**src/rtl/frame_stream_arbiter.sv**
```systemverilog
// frame_stream_arbiter: round-robin, frame-granular arbiter that shares a
// single AXI-Stream sink among NUM_SOURCES sources. A grant is held from the
// first beat until the TLast beat is accepted. Includes a small config
// register file (ENABLE, PRIORITY, STATUS, per-source FRAMECOUNT).
// Optional feature: define FRAME_ARB_PRIORITY_EN to add the PRIORITY mask.
//
// state | meaning
// IDLE  | no grant held; arbitrate among enabled, valid sources
// BUSY  | grant held; source `grant` is passed straight through

module frame_stream_arbiter #(
    parameter int NUM_SOURCES = 4
) (
    input  logic                     masterClock,
    input  logic                     resetN,
    input  logic [32*NUM_SOURCES-1:0] srcData,
    input  logic [NUM_SOURCES-1:0]   srcTValid,
    output logic [NUM_SOURCES-1:0]   srcTReady,
    input  logic [NUM_SOURCES-1:0]   srcTLast,
    output logic [31:0]              dataOut,
    output logic                     dataOutTValid,
    input  logic                     dataOutTReady,
    output logic                     dataOutTLast,
    input  logic [31:0]              configRegisterAddress,
    input  logic [31:0]              configRegisterDataIn,
    input  logic                     configRegisterWriteEnable,
    output logic [31:0]              configRegisterDataOut
);

    localparam int IDX_W = (NUM_SOURCES > 1) ? $clog2(NUM_SOURCES) : 1;
    typedef logic [IDX_W-1:0] idx_t;
    typedef enum logic {IDLE, BUSY} state_t;

    state_t                   state_q, state_d;
    idx_t                     grant_q, grant_d;
    idx_t                     last_grant_q, last_grant_d;
    logic [NUM_SOURCES-1:0]   enable_q;
    logic [NUM_SOURCES-1:0]   prio_q;
    logic [31:0]              framecount_q [NUM_SOURCES];
    logic [31:0]              rdata_d, rdata_q;

    logic [NUM_SOURCES-1:0]   req;
    logic                     winner_found;
    idx_t                     winner;
    idx_t                     cand;
    logic                     frame_end;
    logic                     unused_cfg;

    // Only the low NUM_SOURCES data bits are ever stored.
    assign unused_cfg = &{1'b0, configRegisterDataIn[31:NUM_SOURCES]};

    // Request masking and round-robin search starting just after lastGrant.
    always_comb begin
        req          = srcTValid & enable_q;
`ifdef FRAME_ARB_PRIORITY_EN
        if (|(req & prio_q)) begin
            req = req & prio_q;
        end
`endif
        winner_found = 1'b0;
        winner       = '0;
        cand         = '0;
        for (int k = 1; k <= NUM_SOURCES; k++) begin
            cand = idx_t'((int'(last_grant_q) + k) % NUM_SOURCES);
            if (!winner_found && req[cand]) begin
                winner_found = 1'b1;
                winner       = cand;
            end
        end
    end

    // Next-state logic and the zero-latency passthrough of the granted source.
    always_comb begin
        state_d       = state_q;
        grant_d       = grant_q;
        last_grant_d  = last_grant_q;
        srcTReady     = '0;
        dataOut       = '0;
        dataOutTValid = 1'b0;
        dataOutTLast  = 1'b0;
        frame_end     = 1'b0;
        case (state_q)
            IDLE: begin
                if (winner_found) begin
                    grant_d = winner;
                    state_d = BUSY;
                end
            end
            BUSY: begin
                dataOut            = srcData[32*int'(grant_q) +: 32];
                dataOutTValid      = srcTValid[grant_q];
                dataOutTLast       = srcTLast[grant_q];
                srcTReady[grant_q] = dataOutTReady;
                if (srcTValid[grant_q] && dataOutTReady && srcTLast[grant_q]) begin
                    frame_end    = 1'b1;
                    last_grant_d = grant_q;
                    state_d      = IDLE;
                end
            end
            default: state_d = IDLE;
        endcase
    end

    // FSM state, grant and last-grant registers.
    always_ff @(posedge masterClock or negedge resetN) begin
        if (!resetN) begin
            state_q      <= IDLE;
            grant_q      <= '0;
            last_grant_q <= idx_t'(NUM_SOURCES - 1);
        end else begin
            state_q      <= state_d;
            grant_q      <= grant_d;
            last_grant_q <= last_grant_d;
        end
    end

    // Writable config: ENABLE and (optionally) PRIORITY masks.
    always_ff @(posedge masterClock or negedge resetN) begin
        if (!resetN) begin
            enable_q <= '1;
            prio_q   <= '0;
        end else if (configRegisterWriteEnable) begin
            if (configRegisterAddress == 32'd0) begin
                enable_q <= configRegisterDataIn[NUM_SOURCES-1:0];
            end
`ifdef FRAME_ARB_PRIORITY_EN
            if (configRegisterAddress == 32'd1) begin
                prio_q <= configRegisterDataIn[NUM_SOURCES-1:0];
            end
`endif
        end
    end

    // Per-source frame counters; a write-clear beats a same-cycle increment.
    always_ff @(posedge masterClock or negedge resetN) begin
        if (!resetN) begin
            for (int i = 0; i < NUM_SOURCES; i++) begin
                framecount_q[i] <= '0;
            end
        end else begin
            for (int i = 0; i < NUM_SOURCES; i++) begin
                if (configRegisterWriteEnable && configRegisterAddress == 32'(4 + i)) begin
                    framecount_q[i] <= '0;
                end else if (frame_end && grant_q == idx_t'(i)) begin
                    framecount_q[i] <= framecount_q[i] + 32'd1;
                end
            end
        end
    end

    // Read mux; unmapped addresses read as zero.
    always_comb begin
        rdata_d = '0;
        if (configRegisterAddress == 32'd0) begin
            rdata_d[NUM_SOURCES-1:0] = enable_q;
        end
`ifdef FRAME_ARB_PRIORITY_EN
        if (configRegisterAddress == 32'd1) begin
            rdata_d[NUM_SOURCES-1:0] = prio_q;
        end
`endif
        if (configRegisterAddress == 32'd2) begin
            rdata_d[0]    = (state_q == BUSY);
            rdata_d[6:4]  = 3'(grant_q);
            rdata_d[10:8] = 3'(last_grant_q);
        end
        for (int i = 0; i < NUM_SOURCES; i++) begin
            if (configRegisterAddress == 32'(4 + i)) begin
                rdata_d = framecount_q[i];
            end
        end
    end

    // Registered read data, one cycle after the address.
    always_ff @(posedge masterClock or negedge resetN) begin
        if (!resetN) begin
            rdata_q <= '0;
        end else begin
            rdata_q <= rdata_d;
        end
    end

    assign configRegisterDataOut = rdata_q;

endmodule
```
**config.mk**
```make
export PLATFORM = sky130hd
export DESIGN_NAME = frame_stream_arbiter
export DESIGN_NICKNAME = d
export VERILOG_FILES = /design/src/rtl/frame_stream_arbiter.sv
export SDC_FILE = /design/constraint.sdc
export NUM_CORES = 1
export LEC_CHECK = 0
export CAP_MARGIN = 5
export CORE_MARGIN = 5
export CORE_UTILIZATION = 25
export DETAILED_ROUTE_END_ITERATION = 8
export MAX_ROUTING_LAYER = met4
export SLEW_MARGIN = 10
export SYNTH_ARGS = -nofsm -noshare
export SYNTH_HDL_FRONTEND = slang
export SYNTH_SLANG_ARGS = --single-unit
```
**constraint.sdc**
```tcl
create_clock -name masterClock -period 2.6 [get_ports masterClock]
set_input_delay 0.39 -clock masterClock [delete_from_list [all_inputs] [get_ports masterClock]]
set_output_delay 0.39 -clock masterClock [all_outputs]
set_load 0.005 [all_outputs]
```
Yosys cells after proc, flatten, opt, wreduce, memory -nomap -nowiden
Index checks and enable logic that the tools add are counted.
{"block": "op_classes", "shift": 1, "bitwise_logic": 3, "order_cmp": 6, "reduce_logical": 26, "muxes": 47, "n_addsub": 8, "eq_ne": 8}
{"operator": "$mux 32", "n": 13}
{"operator": "$add 32x1->32 const B", "n": 4}
{"operator": "$eq 32x3->1 const B", "n": 4}
{"operator": "$shiftx 128x8->32", "n": 1}
{"operator": "$eq 32x2->1 const B", "n": 1}
{"operator": "$logic_not 32->1", "n": 1}
{"operator": "$mux 1", "n": 18}
{"operator": "$lt 2x3->1 const B", "n": 5}
{"operator": "$logic_and 1x1->1", "n": 14}
{"operator": "$bmux 1 s2", "n": 6}
{"operator": "$mux 2", "n": 6}
{"operator": "$and 4x4->4", "n": 2}
{"operator": "$mux 4", "n": 2}
{"operator": "$reduce_bool 2->1", "n": 4}
{"operator": "$reduce_and 2->1", "n": 3}
{"operator": "$add 2x1->2 const B", "n": 2}
{"operator": "$add 2x2->2 const B", "n": 2}
{"operator": "$eq 2x2->1 const B", "n": 2}
{"operator": "$logic_not 1->1", "n": 3}
{"operator": "$demux 1 s2", "n": 1}
{"operator": "$eq 2x1->1 const B", "n": 1}
{"operator": "$ge 2x1->1 const B", "n": 1}
{"operator": "$logic_not 2->1", "n": 1}
{"operator": "$pmux 1 s2", "n": 1}
{"operator": "$not 1->1", "n": 1}
{"block": "word_totals", "inputBits": 204, "word_cells": 108, "output_inout_bits": 70, "ff_bits": 169}

Longest topological paths before layout
{"block": "logic_depth", "ltp_word": 15, "mapped_depth": 7, "depth_no_buf": 6}

Worst setup path after synthesis
OpenSTA, ideal clock, no wires.
{"block": "synth_timing", "path_kind": "register -> output", "from": "register grant_q[0]", "to": "output port dataOut[10]", "n_path_buf": 2, "arrival_ns": 1.643, "setup_slack_ns": 0.567, "stages_incl_launch_ff": 5, "t_required_ns": 2.210, "cell_sequence": "dfrtp_1 -> buf_2 -> buf_2 -> mux4_2 -> and2_1"}
{"block": "synth_between", "elab_chain_cells": 2}
{"element": "start: declaration", "line": "35", "text": "idx_t grant_q, grant_d;"}
{"element": "start signal: assignment", "line": "112", "text": "grant_q <= grant_d;"}
{"element": "$shiftx 128x8->32", "line": "90", "text": "dataOut = srcData[32*int'(grant_q) +: 32];"}
{"element": "$mux 32", "line": "82", "text": "case (state_q)"}
{"element": "end: declaration", "line": "20", "text": "output logic [31:0] dataOut,"}
No other way between the ends.

Worst setup path after layout
{"block": "layout_timing", "from": "register grant_q[1]", "to": "output port dataOutTValid"}
{"block": "layout_between", "elab_chain_cells": 3}
{"element": "$bmux 1 s2", "line": "91", "text": "dataOutTValid = srcTValid[grant_q];"}
{"element": "$mux 1 (not written as such)", "line": "91"}
{"element": "$mux 1", "line": "82"}
{"element": "end: declaration", "line": "21", "text": "output logic dataOutTValid,"}
No other way between the ends. The select of a mux whose other input is x is not followed.

==> impl_metrics.json <==
{
  "final_max_slew_viol_count": 0,
  "setup_tns_ns": 0,
  "power.share.clock_pct": 47.0,
  "hold_class": "in -> async",
  "synth_edf_count": 0,
  "finClkSkew_ns": 0.01008,
  "crit_arrival_ns": 2.12,
  "slew_headroom_pct": 66.41,
  "syn_nets": 1220,
  "cts_root_buf": "clkbuf_16",
  "placed_area_um2": 13120,
  "cts_htree_levels": 4,
  "p_switching_w": 0.001293,
  "io_pins": 274,
  "yosysWarningCount": 0,
  "coreArea_um2": 38470,
  "seq_area_um2": 4240,
  "startpoint_type": "flip-flop",
  "chipWidth_um": 206.8,
  "clkSinkCount": 169,
  "grt_max_degree": 57,
  "design_area_um2": 13900,
  "async_flop_share_pct": 100.0,
  "drive_gt1_share_pct": 12.41,
  "netlist_area_um2": 9678,
  "wire_per_inst_um": 20.62,
  "max_freq_mhz": 397.7,
  "ir_drop_v": 0.0004663,
  "grt_pass1_vias": 8965,
  "ant_nets": 0,
  "synthFlopType": "dfrtp_1",
  "swShare_pct": 22.23,
  "period_share_pct": 96.71,
  "clk_latency_ns": 0.44,
  "clkSlewWorstSetupHoldPaths_ns": 0.07,
  "critical_path_buf_inv_count": 1,
  "nets": 1484,
  "layout-area-overhead-vs-synth_pct": 43.58,
  "path_cells": "mux4_2 -> and2_1 -> clkdlybuf4s50_1",
  "dieHeight_um": 206.8,
  "portBuffers": 245,
  "cts_tree": "built",
  "route.detailed.drc": 0,
  "seq_area_frac_synth_pct": 43.78,
  "worst_pin_slew_ns": 0.5038,
  "cap_violations": 0,
  "track_usage_pct": 17.40,
  "rsz0062_at_grt": "false",
  "antenna_found_initial": 1,
  "fillers": 3878,
  "cp_max_fo": 11,
  "hold_violations": 0,
  "intPower_w": 0.004522,
  "critPathRequiredTime_ns": 2.21,
  "place_ws_ns": -0.01732,
  "dieArea_um2": 42750,
  "grt_pass1_wl_um": 54830,
  "crit_slowest_cell": "mux4_2",
  "p_per_area_nw_per_um2": 418.5,
  "fin_util_pct": 36.12,
  "fin_ws_ns": 0.08555,
  "combinationalPowerShare_pct": 7.8,
  "path_class": "reg -> out",
  "period_needed_ns": 2.514,
  "via_count": 8985,
  "vias_per_cell": 4.970,
  "rrSetupSlack_ns": 0.35,
  "critical-path-top-delay-family": "multiplexers",
  "start_util_pct": 25.16,
  "syn_area_per_cell_um2": 9.563,
  "cp-end-kind": "primary output",
  "cts_buffers": 17,
  "drt_first_iter_violations": 755,
  "synthCells": 1012,
  "synth-seq-cells": 169,
  "multiInputGateArea_um2": 5151,
  "leakage_nw": 6.075,
  "grt-ovfl-total": 0,
  "wl_um": 37290,
  "clockBufferDepth": 2,
  "dr.pass1.iters": 5,
  "cpPeakStageDelay_ns": 0.56,
  "setup_viol": 0,
  "dpl.hpwl_um": 28890,
  "status": "finished, final reports clean",
  "gp_congestion": 0.8769,
  "rows": 72,
  "synth_cell_types": 51,
  "p_seq_share_pct": 45.2
}
==> cell families after synthesis <==
family / synth area share [%]
XOR/XNOR: 9.502
multiplexers: 9.774
flip-flops: 43.78
AND/OR/NAND/NOR: 25.68
buffers and inverters: 3.129
AO/OA/AOI/OAI: 7.628
adder cells (fa/ha/maj): 0.5172
==> placed cells by master (no fill, tap or decap), types with 3 or more instances in the layout <==
master             n
clkdlybuf4s50_1  211
or4_1              5
bufinv_16          3
nand3_1           49
nand2_1           98
nor4_1            16
a31oi_1           28
buf_4             47
nand4_1           54
clkbuf_16         17
a22oi_1           27
a21oi_1           27
and3_1            22
nor3_1            17
mux2_2             8
or3_1             14
a32oi_1            3
xor2_1            80
and4_1            13
ha_1               4
mux2i_1            9
dfrtp_2            3
mux4_2            34
clkinv_4           3
o21ai_0           25
buf_6              3
inv_1             13
dfstp_2            6
clkbuf_8           3
dlymetal6s2s_1    25
buf_12            14
and2_1            44
dlygate4sd2_1      6
dfrtp_1          160
or2_2              3
nor2_1           133
xnor2_1           25
==> metrics by stage <==
stage          instances  total power [W]  hold slack (ns)
2_1_floorplan       1012         0.002737          0.09441
3_3_place_gp        1765         0.003127           0.3331
3_5_place_dp        1765         0.003132           0.3373
4_1_cts             1800         0.005882           0.4363
5_1_grt             1808         0.006014           0.4738
6_report            1808         0.005815           0.4409
==> final timing paths <==
check / startpoint / to / cells past startpoint
max: grant_q[1]$_DFFE_PN0P_ / dataOutTValid / 3
min: resetN / framecount_q[126]$_DFFE_PN0P_ / 2
max reg2reg: framecount_q[36]$_DFFE_PN0P_ / framecount_q[51]$_DFFE_PN0P_ / 5
min reg2reg: framecount_q[63]$_DFFE_PN0P_ / framecount_q[63]$_DFFE_PN0P_ / 2
max in group asynchronous: resetN / enable_q[0]$_DFFE_PN1P_ / 3
min in group masterClock: framecount_q[63]$_DFFE_PN0P_ / framecount_q[63]$_DFFE_PN0P_ / 2
==> power groups by stage <==
stage	logic (W)	registers [W]	clock network [W]
final	0.000453	0.00263	0.00273
after global routing	0.000480	0.00263	0.00291
after CTS	0.000456	0.00263	0.00280
after detailed placement	0.000454	0.00268	0
after global placement	0.000449	0.00268	0
after floorplan	0.0000579	0.00268	0
==> per-layer routing <==
layer / vias up / global-route usage [%] / wire [um]
li1: 4157 / - / -
met1: 4402 / 19.73 / 14160
met2: 376 / 30.11 / 18960
met3: 50 / 3.296 / 2555
met4: 0 / 7.531 / 1610
met5: - / - / 0
==> worst register-to-register path: cells and delay by family, from the launching register on <==
kind / cells / cell delay, ns
AND/OR/NAND/NOR: 4 / 1.50
XOR/XNOR: 1 / 0.17
flip-flops: 1 / 0.48
==> registers in the layout, summed over array words and instances (netlist names) <==
| register | count |
|---|---|
| configRegisterDataOut | 32 |
| enable_q | 4 |
| framecount_q | 128 |
| grant_q | 2 |
| last_grant_q | 2 |
| state_q | 1 |
==> timing repair <==
action / in CTS / in global routing
gates resized for setup: 9 / 30
cloned: 0 / 0
hold endpoints to repair: 35 / 0
endpoints found under the setup margin: 34 / 26
hold buffers: 1 / 0
buffers inserted: 2 / 7
==> layout make-up <==
class                      instances  share of cell area, %
timing repair buffer             309                  22.84
multi-input combinational        766                  37.07
antenna                            1                0.01801
sequential                       169                  30.52
clock inverter                    11                  1.153
clock buffer                      21                  3.386
inverter                          13                 0.3512
tap                              518                  4.664
==> Yosys cell counts (all sizes together) (13+ instances only) <==
| master | n | area [um^2] |
|---|---|---|
| dfrtp | 163 | 4079 |
| nor2 | 135 | 509.2 |
| nand2 | 98 | 367.9 |
| xor2 | 80 | 700.7 |
| nand4 | 54 | 337.8 |
| nand3 | 51 | 265.3 |
| clkbuf | 47 | 176.4 |
| and2 | 45 | 281.5 |
| mux4 | 34 | 765.7 |
| a31oi | 28 | 175.2 |
| a21oi | 27 | 135.1 |
| a22oi | 27 | 202.7 |
| o21ai | 25 | 125.1 |
| xnor2 | 25 | 219.0 |
| and3 | 22 | 137.6 |
| nor3 | 19 | 100.1 |
| nor4 | 18 | 133.9 |
| buf | 17 | 77.57 |
| or3 | 14 | 87.58 |
| and4 | 13 | 113.9 |
| inv | 13 | 48.80 |
Power figures use the tool's default switching activity.
